===== src/rtl/add_sequencer.sv =====
// Multi-cycle W-bit adder built from one N-bit ripple slice reused once per cycle, LSB slice first.
// Optional subtract mode (a-b) compiled in with the ADD_SEQ_SUB_EN macro.
module add_sequencer #(
    parameter int N     = 4,
    parameter int WORDS = 4
) (
    input  logic                 clk,
    input  logic                 rst,
    input  logic                 in_valid,
    output logic                 in_ready,
    input  logic [N*WORDS-1:0]   a,
    input  logic [N*WORDS-1:0]   b,
`ifdef ADD_SEQ_SUB_EN
    input  logic                 sub,
`endif
    output logic                 out_valid,
    input  logic                 out_ready,
    output logic [N*WORDS-1:0]   sum,
    output logic                 cout,
    output logic                 busy
);

    localparam int W     = N * WORDS;
    localparam int IDX_W = (WORDS > 1) ? $clog2(WORDS) : 1;
    localparam logic [IDX_W-1:0] LAST_IDX = IDX_W'(WORDS - 1);

    typedef enum logic [1:0] {
        IDLE = 2'd0,
        RUN  = 2'd1,
        DONE = 2'd2
    } state_t;

    state_t           state_q;
    logic [W-1:0]     a_q;
    logic [W-1:0]     b_q;
    logic [IDX_W-1:0] idx_q;
    logic             carry_q;
    logic [W-1:0]     sum_q;
    logic             cout_q;
    logic             in_ready_q;
    logic             busy_q;
    logic             out_valid_q;
`ifdef ADD_SEQ_SUB_EN
    logic             sub_q;
`endif

    logic [N-1:0]     slice_a;
    logic [N-1:0]     slice_b;
    logic [N:0]       carry_chain;
    logic [N-1:0]     slice_sum_d;

    // One N-bit ripple slice selected by the current index, carry-in from the carry register.
    always_comb begin
        slice_a        = a_q[idx_q*N +: N];
        slice_b        = b_q[idx_q*N +: N];
`ifdef ADD_SEQ_SUB_EN
        slice_b        = slice_b ^ {N{sub_q}};
`endif
        carry_chain    = '0;
        carry_chain[0] = carry_q;
        slice_sum_d    = '0;
        for (int i = 0; i < N; i++) begin
            slice_sum_d[i]    = slice_a[i] ^ slice_b[i] ^ carry_chain[i];
            carry_chain[i+1]  = (slice_a[i] & slice_b[i]) |
                                (carry_chain[i] & (slice_a[i] ^ slice_b[i]));
        end
    end

    always_ff @(posedge clk) begin
        if (rst) begin
            state_q     <= IDLE;
            a_q         <= '0;
            b_q         <= '0;
            idx_q       <= '0;
            carry_q     <= 1'b0;
            sum_q       <= '0;
            cout_q      <= 1'b0;
            in_ready_q  <= 1'b1;
            busy_q      <= 1'b0;
            out_valid_q <= 1'b0;
`ifdef ADD_SEQ_SUB_EN
            sub_q       <= 1'b0;
`endif
        end else begin
            case (state_q)
                IDLE: begin
                    if (in_valid) begin
                        a_q        <= a;
                        b_q        <= b;
                        idx_q      <= '0;
                        sum_q      <= '0;
                        cout_q     <= 1'b0;
`ifdef ADD_SEQ_SUB_EN
                        sub_q      <= sub;
                        carry_q    <= sub;
`else
                        carry_q    <= 1'b0;
`endif
                        state_q    <= RUN;
                        in_ready_q <= 1'b0;
                        busy_q     <= 1'b1;
                    end
                end
                RUN: begin
                    sum_q[idx_q*N +: N] <= slice_sum_d;
                    carry_q             <= carry_chain[N];
                    // Index holds at the last slice so it never exceeds WORDS-1.
                    if (idx_q == LAST_IDX) begin
                        cout_q      <= carry_chain[N];
                        state_q     <= DONE;
                        busy_q      <= 1'b0;
                        out_valid_q <= 1'b1;
                    end else begin
                        idx_q <= idx_q + 1'b1;
                    end
                end
                DONE: begin
                    if (out_ready) begin
                        state_q     <= IDLE;
                        out_valid_q <= 1'b0;
                        in_ready_q  <= 1'b1;
                    end
                end
                default: begin
                    state_q     <= IDLE;
                    in_ready_q  <= 1'b1;
                    busy_q      <= 1'b0;
                    out_valid_q <= 1'b0;
                end
            endcase
        end
    end

    assign in_ready  = in_ready_q;
    assign busy      = busy_q;
    assign out_valid = out_valid_q;
    assign sum       = sum_q;
    assign cout      = cout_q;

endmodule

===== config.mk =====
export PLATFORM = sky130hd
export DESIGN_NAME = add_sequencer
export DESIGN_NICKNAME = d
export VERILOG_FILES = /design/src/rtl/add_sequencer.sv
export SDC_FILE = /design/constraint.sdc
export NUM_CORES = 1
export LEC_CHECK = 0
export ABC_AREA = 1
export CAP_MARGIN = 30
export CORE_MARGIN = 2
export CORE_UTILIZATION = 45
export CTS_CLUSTER_DIAMETER = 40
export DETAILED_ROUTE_END_ITERATION = 16
export GPL_TIMING_DRIVEN = 0
export PLACE_DENSITY = 0.83
export SKIP_CTS_REPAIR_TIMING = 1
export SLEW_MARGIN = 20
export SYNTH_ARGS = -nofsm -noshare
export SYNTH_HDL_FRONTEND = slang
export SYNTH_SLANG_ARGS = --single-unit

===== constraint.sdc =====
create_clock -name clk -period 3.22 [get_ports clk]
set_clock_uncertainty 0.1 [all_clocks]
set_input_delay 0.322 -clock clk [delete_from_list [all_inputs] [get_ports clk]]
set_output_delay 0.322 -clock clk [all_outputs]
set_load 0.03 [all_outputs]

### Word level (Yosys, flattened, before mapping)

Cells that the tools add are included.

| storage, ports and cells | value |
|---|---|
| register bits after elaboration | 57 |
| word-level logic and storage cells | 78 |

| cells by class | value |
|---|---|
| bitwise gates (word level) | 23 |
| shift operators | 4 |
| reductions and logical operators | 10 |
| multiplexer cells | 22 |
| add/subtract/negate cells | 2 |
| eq/ne operators | 7 |

Operators by type and width:

| kind | count |
|---|---|
| $neg A4 Y34 | 1 |
| $shift A4 B34 Y16 const A | 1 |
| $shiftx A4 B34 Y16 | 1 |
| $pmux W16 S2 | 1 |
| $shiftx A16 B5 Y4 | 2 |
| $reduce_and A3 Y1 | 6 |
| $bwmux W16 | 1 |
| $mux W16 | 1 |
| $mux W2 | 5 |
| $pmux W1 S3 | 3 |
| $and A1 B1 Y1 | 8 |
| $ne A2 B2 Y1 const B | 4 |
| $xor A1 B1 Y1 | 8 |
| $mux W1 | 7 |
| $pmux W2 S3 | 1 |
| $eq A2 B2 Y1 const B | 2 |
| $or A1 B1 Y1 | 4 |
| $pmux W1 S2 | 2 |
| $pmux W2 S2 | 1 |
| $reduce_and A2 Y1 | 2 |
| $not A1 Y1 | 3 |
| $add A2 B1 Y2 const B | 1 |
| $eq A2 B1 Y1 const B | 1 |
| $logic_not A2 Y1 | 1 |
| $reduce_bool A2 Y1 | 1 |

### Longest topological paths before layout

Gate-level depths: netlist (run 1).

| depth | value |
|---|---|
| depth in word-level cells | 12 |
| gate-level depth with buffers | 16 |

### Least setup slack after synthesis (run 1)

No wires, ideal clock.

| timing | value |
|---|---|
| kind | register to register |
| from | register idx_q[0] |
| to | register sum_q[15], in the netlist sum[15] |
| slack | 0.192 ns |
| library setup time | 0.071 ns |
| path buffers | 2 |
| required time | 3.049 ns |
| cell stages (with the launch flop) | 16 |
| arrival time | 2.858 ns |
| path through | dfxtp_1 buf_2 clkbuf_1 nor2_1 o22a_1 fa_1 inv_1 fa_1 inv_1 fa_1 fa_1 inv_1 nand2_1 nor2_1 nand2_1 a21oi_1 |

| between the ends | value |
|---|---|
| cells in the longest elaborated chain, start to end | 12 |
| elaborated cells on any way between the ends | 24 |
| classes of those cells | add/sub: 1; shift: 4; mux: 2; bitwise: 17 |

RTL lines:

| what | RTL line | source |
|---|---|---|
| from (decl) | 36 | `logic [IDX_W-1:0] idx_q;` |
| from (signal assigned) | 114 | `idx_q <= idx_q + 1'b1;` |
| $shiftx A16 B5 Y4 (on tied branches) | 54, 55 |  |
| $xor A1 B1 Y1 | 63, 65 |  |
| $and A1 B1 Y1 | 65 | `(carry_chain[i] & (slice_a[i] ^ slice_b[i]));` |
| $or A1 B1 Y1 | 64 | `carry_chain[i+1] = (slice_a[i] & slice_b[i]) \|` |
| $and A1 B1 Y1 | 65 |  |
| $or A1 B1 Y1 | 64 |  |
| $and A1 B1 Y1 | 65 |  |
| $or A1 B1 Y1 | 64 |  |
| $xor A1 B1 Y1 | 63 | `slice_sum_d[i] = slice_a[i] ^ slice_b[i] ^ carry_chain[i];` |
| $shiftx A4 B34 Y16 | 105 | `sum_q[idx_q*N +: N] <= slice_sum_d;` |
| $bwmux W16 (*) | 105 |  |
| $pmux W16 S2 (*) | 85 | `case (state_q)` |
| to (signal, indexed assignment) | 105 |  |
| to (decl) | 38 | `logic [W-1:0] sum_q;` |

Mark *: on every way between the ends. The rest lies on a longest branch, timed or not.
A chain may end at the register's enable or synchronous reset.

### Worst setup path after layout (run 1)

| timing | value |
|---|---|
| from | register idx_q[0] |
| to | register sum_q[7], in the netlist sum[7] |

The elaborated chain is that of the path after synthesis.

==> metrics, run 1 <==
Post-synth top cells 94 x nor2_1, 57 x dfxtp_1, 51 x o21ai_0, 28 x nand2_1, 23 x nand3_1; final instance area 3473 sq um; CP Max Fanout 10; main flop type after synthesis dfxtp_1; layout cells sized above 1 12.41%; Gate Count Post-Synth 343; Critical Path Slowest Stage Cell fa_1; relative slew slack 68.90%; max-cap violation count 0; Die W 79.63 um; hold slack 0.3422 ns; Yosys reg bits 57; initial antenna violation count 0; Synth Net Count 388; cell family with most CP delay adder cells; Initial Util 46.74%; syn_area_per_cell ~7.5 sq um; DR iter-0 viols about 210; routability cong. 0.8743; sequential element share of the synthesized area between 40 and 50%; Final HPWL DP 4.533 mm; f_max 328.2 MHz; Worst Path Arrival around 3.2 ns; Worst R2R Setup Slack 0.17 ns; Worst-path clk slew 0.06 ns; critical path type reg -> reg; row count 27; CTS tree built; Leak 1.425 nW; CP max stage delay roughly 0.48 ns; Die ar. approximately 6300 sq um; Setup-failing EPs final 0; outcome completed; DRC 0; Ports 56; worst min path class reg -> reg; I/O Buffers 55; worst vdd ir ~0.29 mV; CORE AREA 5507 sq um; PD cells 513.2 nW/um^2; clk buf depth 2; average routed wire per standard cell 12.50 um; crit-path cells buf_6 -> inv_4 -> buf_6 -> nor2_1 -> o22a_1 -> fa_2 -> inv_1 -> fa_1 -> inv_1 -> fa_2 -> fa_1 -> inv_2 -> nand2_2 -> nor2_4 -> nand2_1 -> a21oi_1; Fin. Hold Viols 0; final worst-path cycle share 94.61%; cts bufs inserted 9; Tot Pwr 1.782 mW; htree depth 3; CP required about 3.4 ns; CP endpoint kind flip-flop; Post-synth EDFFs 0; TritonRoute pass-1 iters 4; slew of the pin with the lowest slew margin 0.4665 ns; vias in the first global route ~2200; async set-reset flop share out of synthesis 0%; grt ovf 0; top post-synthesis cells by area dfxtp_1 44%, nor2_1 14%, o21ai_0 9.9%, nand3_1 4.5%, nand2_1 4.1%; Vias/cell slightly above 5; count leader, synth nor2_1; Placed Area about 3200 sq um; minimum clock period slightly above 3 ns; Layout Nets 459; Yosys Warn Count 0; Ant. Diodes 0; RSZ-0062 raised after global routing false; final antenna-violating net count 0; clock root buffer clkbuf_8; Slew Viols, Final 0; global-route wire length before repair 9.798 mm; vias about 2500; Die H around 80 um; Clock Sink Count 57; largest net degree at the start of global routing 12; synthesized area 2574 sq um; Synth area leader dfxtp_1; synth unique cells 23; post-route setup TNS 0 ns; P&R area growth vs syn 34.95%; Synth top area share between 40% and 50%; startpoint class of the critical path flip-flop; final WL approximately 6.1 mm; Skew-Pair Late Insertion Delay 0.35 ns; Final Util 63.08%; GRT Util Overall 20.26%; CP Buf/Inv Count 6
[kinds of logic (layout without fill, tap and decap cells)]
group | after synthesis | count (layout) | synth area share (%)
simple gates | 156 | 156 | 26.54
compound gates | 80 | 80 | 16.58
buf+inv | 41 | 117 | 7.000
flops | 57 | 57 | 44.34
fa+ha+maj | 9 | 9 | 5.542
[final timing paths]
kind | end | cells past startpoint | from
worst min register to register | in_ready | 2 | in_ready
worst max register to register | sum[7] | 16 | idx_q[0]
worst min-delay path | in_ready | 2 | in_ready
worst max-delay path | sum[7] | 16 | idx_q[0]
[through the flow]
| stage | worst slack (ns) | instances |
|---|---|---|
| after floorplan | 0.1918 | 343 |
| after detailed placement | -0.2070 | 470 |
| after global placement | -0.1749 | 470 |
| after CTS | -0.2157 | 486 |
| after global routing | 0.03418 | 491 |
| final | 0.1735 | 491 |
[cells in the final DEF (no fill, tap or decap), drive strengths merged]
master,synthesis,layout
o22ai,2,2
fa,4,4
ha,5,5
inv,23,23
clkinv,0,3
o22a,6,6
a31oi,1,1
nor2,99,99
clkdlybuf4s50,0,55
a21oi,20,20
buf,11,18
nand3b,1,1
clkbuf,7,18
nand3,23,23
dfxtp,57,57
o21ai,51,51
nand2,33,33
[worst min-delay path: stages, from the launching register on]
cell and delay [ns]:
dfxtp_1 0.31, nand2_1 0.06, nand2_1 0.04
[power by group]
group	total (mW)	internal [mW]	switching, mW
logic	0.410	0.175	0.236
registers	0.781	0.753	0.0276
clock network	0.592	0.317	0.274
[registers in the layout (all words and copies together) (netlist names)]
| register | count |
|---|---|
| cout | 1 |
| a_q | 16 |
| idx_q | 2 |
| state_q | 2 |
| sum | 16 |
| out_valid | 1 |
| b_q | 16 |
| carry_q | 1 |
| in_ready | 1 |
| busy | 1 |
[layout make-up]
class                      count  area [sq um]
buffer                        18         120.1
clock buffer                  13         158.9
clock inverter                 3         15.01
fill                         474          2033
inverter                      23         91.34
multi-input combinational    245          1267
sequential                    57          1142
tap                           72         90.09
timing repair buffer          60         588.1
[routing by layer]
metal	GRT usage [%]	wire (um)	part of all wire, %	up-vias
met5	0	0	0	-
met4	6.207	125	2.0	0
met3	6.222	458	7.5	18
met2	36.30	3044	50	86
met1	22.89	2509	41	1112
li1	-	-	-	1256
No activity file was read; power rests on OpenSTA's default activity.
==> inputs of run 2 (changes only) <==
--- a/config.mk
+++ b/config.mk
@@ -6,9 +6,10 @@
 export NUM_CORES = 1
 export LEC_CHECK = 0
 export ABC_AREA = 1
-export CAP_MARGIN = 30
-export CORE_MARGIN = 2
+export CAP_MARGIN = 40
+export CORE_MARGIN = 4
 export CORE_UTILIZATION = 45
+export CTS_BUF_LIST = sky130_fd_sc_hd__clkbuf_8
 export CTS_CLUSTER_DIAMETER = 40
 export DETAILED_ROUTE_END_ITERATION = 16
 export GPL_TIMING_DRIVEN = 0
==> run 2 against run 1 <==
  * Final area up 0.72%
  * Setup slack worse by 0.057 ns
  * First-iteration DRC count down 42%
  * Combinational power down 1%
  * Hold slack better by 0.0097 ns
  * Clock-buffer cell count down 1
  * Sequential share of layout area down 0.16 points
  * Total power up 5.2%
  * Sequential power about the same
  * Clock power up 16%
  * Largest cell class unchanged
  * Die area up 10%
==> metrics, run 2 (synthesized netlist as in run 1, its figures left out) <==
outcome completed; Die ar. 6993 sq um; Clock Sink Count 57; final antenna-violating net count 0; clock root buffer clkbuf_8; Ant. Diodes 0; Die W 83.63 um; row count 27; Net Sw Frac between 20% and 30%; minimum clock period 3.104 ns; Worst-path clk slew 0.06 ns; Layout Nets approximately 460; worst min path class reg -> reg; cts bufs inserted 9; startpoint class of the critical path flip-flop; worst vdd ir just over 0.3 mV; logic gate share of total power 21.6%; Fin. Hold Viols 0; vias 2446; slew of the pin with the lowest slew margin 0.4627 ns; Clk network pwr share 36.7%; Cells after DPL 470; setup slack at placement -0.1743 ns; vias in the first global route 2316; critical path type reg -> reg; Initial Util 46.45%; I/O Buffers 55; setup ws final 0.1162 ns; non-filler cells, final between 400 and 500; clk buf depth 2; Setup-failing EPs final 0; Layout fillers 507; P&R area growth vs syn 35.93%; hold slack 0.3519 ns; layout cells sized above 1 12.26%; Worst Path Arrival around 3.3 ns; CP required 3.40 ns; Vias/cell between 5 and 6; Leak 1.434 nW; CP Max Fanout 10; htree depth 3; Skew-Pair Late Insertion Delay 0.34 ns; P_int 1.339 mW; Ports 56; grt ovf 0; largest net degree at the start of global routing 12; final worst-path cycle share 96.39%; average routed wire per standard cell 12.91 um; most common cell after layout, fill and taps aside nor2_1; CP endpoint kind flip-flop; max-cap violation count 0; post-route setup TNS 0 ns; CORE AREA 5540 sq um; global-route wire length before repair 10.16 mm; DR iter-0 viols 121; Hold Path Depth 2; Final HPWL DP 4.771 mm; GRT Util Overall 18.19%; CTS tree built; final WL about 6.3 mm; most frequent cells in the layout 93 x nor2_1, 56 x dfxtp_1, 55 x clkdlybuf4s50_1; f_max ~320 MHz; P_sw 0.5359 mW; relative slew slack 69.15%; Sequential Power Share 41.7%; TritonRoute pass-1 iters 4; initial antenna violation count 0; PD cells 536.0 nW/um^2; routability cong. 0.8792; R2R cell count 16; Slew Viols, Final 0; DRC 0; Die H 83.63 um
-- run 2: area by class of cell --
cell class	instances	area (sq um)	area share, %
inverters	23	96.34	2.754
clock buffers	12	165.2	4.721
multi-input cells	245	1266	36.19
repair buffers	57	565.5	16.17
flip-flops and latches	57	1145	32.73
plain buffers	18	127.6	3.648
clock inverters	4	42.54	1.216
well taps	72	90.09	2.575
-- run 2: worst paths after layout --
path	slack [ns]	to	from
worst min-delay path	0.35	in_ready	in_ready
worst min register to register	0.35	in_ready	in_ready
worst max register to register	0.12	sum[7]	idx_q[0]
worst max-delay path	0.12	sum[7]	idx_q[0]
-- run 2: power by group through the flow --
| stage | clock (mW) | combinational (mW) | sequential [mW] |
|---|---|---|---|
| after CTS | 0.695 | 0.375 | 0.782 |
| after floorplan | 0 | 0.242 | 0.801 |
| after global placement | 0 | 0.362 | 0.795 |
| after detailed placement | 0 | 0.374 | 0.797 |
| final | 0.688 | 0.406 | 0.781 |
| after global routing | 0.733 | 0.454 | 0.786 |
-- run 2: through the flow --
step / area, sq um / util, % / power [mW]
2_1_floorplan: 2574 / - / 1.043
3_3_place_gp: 3214 / 58.02 / 1.157
3_5_place_dp: 3214 / 58.02 / 1.171
4_1_cts: 3422 / 61.77 / 1.852
5_1_grt: 3498 / 63.14 / 1.974
6_report: 3498 / 63.14 / 1.875
-- run 2: routing by layer --
| metal | routed length [um] | global-route usage, % | vias up |
|---|---|---|---|
| met3 | 337 | 5.035 | 17 |
| met5 | 0 | 0 | - |
| met4 | 176 | 8.333 | 0 |
| met1 | 2552 | 19.68 | 1107 |
| met2 | 3231 | 32.68 | 70 |
| li1 | - | - | 1252 |
-- run 2: worst max-delay path, stage by stage (launching register included) --
cell	delay (ns)
dfxtp_4	0.35
buf_8	0.14
inv_6	0.07
buf_6	0.11
o21ai_0	0.08
o22a_1	0.23
fa_2	0.37
inv_2	0.06
fa_2	0.17
inv_1	0.05
fa_2	0.36
fa_1	0.48
inv_2	0.07
nand2_1	0.07
nor2_2	0.13
nand2_1	0.07
a21oi_1	0.11
==> inputs of run 3 (changes only) <==
--- a/config.mk
+++ b/config.mk
@@ -7,10 +7,11 @@
 export LEC_CHECK = 0
 export ABC_AREA = 1
 export CAP_MARGIN = 40
-export CORE_MARGIN = 4
+export CORE_MARGIN = 2
 export CORE_UTILIZATION = 45
 export CTS_BUF_LIST = sky130_fd_sc_hd__clkbuf_8
 export CTS_CLUSTER_DIAMETER = 40
+export CTS_CLUSTER_SIZE = 20
 export DETAILED_ROUTE_END_ITERATION = 16
 export GPL_TIMING_DRIVEN = 0
 export PLACE_DENSITY = 0.83
==> run 3 against run 2 <==
  * Via count increased by 1.1%
  * Total power shrank 5.3%
  * Setup slack better by 0.057 ns
  * Cell count up 0.61%
  * Sequential share of layout area grew 0.16 points
  * Combinational power increased by 1%
  * Die area is 9.3% lower
  * Routed wire length decreased by 2.6%
  * Hold slack worse by 0.0097 ns
  * Final area is 0.72% lower
==> metrics, run 3 (synthesized netlist as in run 1, its figures left out) <==
Hold Path Depth 2; Clock Sink Count 57; final WL around 6 mm; R2R cell count 16; RSZ-0062 raised after global routing false; Die H 79.63 um; Tot Pwr ~1.8 mW; Die W between 70 and 80 um; htree depth 3; Vias/cell 5.035; startpoint class of the critical path flip-flop; Net Sw Frac 30.27%; most frequent cells in the layout 93 x nor2_1, 56 x dfxtp_1, 55 x clkdlybuf4s50_1; most common cell after layout, fill and taps aside nor2_1; Critical Path Slowest Stage Cell fa_1; DR iter-0 viols 210; Setup-failing EPs final 0; outcome completed; final antenna-violating net count 0; CORE AREA approximately 5500 sq um; cell family with most CP delay adder cells; Layout Nets 459; row count 27; clock root buffer clkbuf_8; f_max 328.2 MHz; average routed wire per standard cell 12.49 um; worst vdd ir 0.2902 mV; P_int 1.238 mW; grt ovf 0; slew of the pin with the lowest slew margin 0.4665 ns; vias 2472; P_sw 0.5376 mW; DRC 0; final instance area 3473 sq um; CP Depth 16; Leak approximately 1.4 nW; layout cells sized above 1 between 10 and 15%; vias in the first global route 2219; CP required 3.40 ns; Worst Path Arrival 3.22 ns; CTS tree built; routability cong. 0.8743; Worst-path clk slew 0.06 ns; Final Util 63.08%; Final HPWL DP roughly 4.5 mm; relative slew slack between 60 and 70%; Slew Viols, Final 0; CP Buf/Inv Count 6; cts bufs inserted 9; Ports 56; max-cap violation count 0; Placed Area 3214 sq um; CP max stage delay 0.48 ns; final worst-path cycle share between 90% and 100%; Skew-Pair Late Insertion Delay between 0.3 and 0.4 ns; PD cells ~500 nW/um^2; worst min path class reg -> reg; global-route wire length before repair ~9.8 mm; TritonRoute pass-1 iters 4; Ant. Diodes 0; initial antenna violation count 0; CP Max Fanout 10; Clk network pwr share around 33%; Fin. Hold Viols 0; GRT Util Overall 20.26%; crit-path cells buf_6 -> inv_4 -> buf_6 -> nor2_1 -> o22a_1 -> fa_2 -> inv_1 -> fa_1 -> inv_1 -> fa_2 -> fa_1 -> inv_2 -> nand2_2 -> nor2_4 -> nand2_1 -> a21oi_1; clk buf depth 2; Initial Util 46.74%; minimum clock period around 3.0 ns; CP endpoint kind flip-flop; largest net degree at the start of global routing 12; critical path type reg -> reg; Die ar. about 6300 sq um; logic gate share of total power between 20% and 30%; Sequential Power Share 43.9%; I/O Buffers 55; P&R area growth vs syn 34.95%
run 3: cell types whose count changed in the layout (fill, tap and decap cells not counted), sizes merged:
cell,before,now
bufinv,1,0
clkinv,1,3
buf,14,18
clkbuf,18,16
run 3: worst register-to-register path, delay by kind of cell (launching register included):
family	cells	cell delay (ns)
flip-flops	1	0.34
adder cells (fa/ha/maj)	4	1.33
AND/OR/NAND/NOR	4	0.30
AO/OA/AOI/OAI	2	0.36
buffers and inverters	6	0.56
run 3: area by class of cell:
class	count	area [sq um]
plain buffers	18	120.1
clock buffers	11	151.4
clock inverters	5	22.52
fillers	474	2033
inverters	23	91.34
multi-input cells	245	1267
flip-flops and latches	57	1142
well taps	72	90.09
repair buffers	60	588.1
run 3: power groups by stage:
stage	logic, mW	clock network [mW]	registers (mW)
after detailed placement	0.374	0	0.795
after CTS	0.376	0.597	0.780
after global routing	0.459	0.630	0.785
after global placement	0.366	0	0.793
final	0.410	0.585	0.781
after floorplan	0.242	0	0.801
run 3: per-layer routing:
layer	track usage (%)	vias up	part of all wire (%)
met5	0	-	0
met4	6.207	0	2.0
met3	6.222	18	7.5
met2	36.30	86	50
met1	22.89	1112	41
li1	-	1256	-
run 3: path summary, 6_finish.rpt:
check,end,slack (ns),from
setup / recovery,sum[7],0.17,idx_q[0]
setup reg to reg,sum[7],0.17,idx_q[0]
hold reg to reg,in_ready,0.34,in_ready
hold / removal,in_ready,0.34,in_ready
run 3: through the flow:
| stage | setup slack, ns | TNS [ns] | hold WS [ns] | std cells |
|---|---|---|---|---|
| 5_1_grt | 0.03418 | 0 | 0.3763 | 491 |
| 4_1_cts | -0.2157 | -0.6872 | 0.3473 | 486 |
| 3_3_place_gp | -0.1749 | -0.4715 | 0.3328 | 470 |
| 6_report | 0.1733 | 0 | 0.3422 | 491 |
| 2_1_floorplan | 0.1918 | 0 | 0.2911 | 343 |
| 3_5_place_dp | -0.2070 | -0.6455 | 0.3358 | 470 |
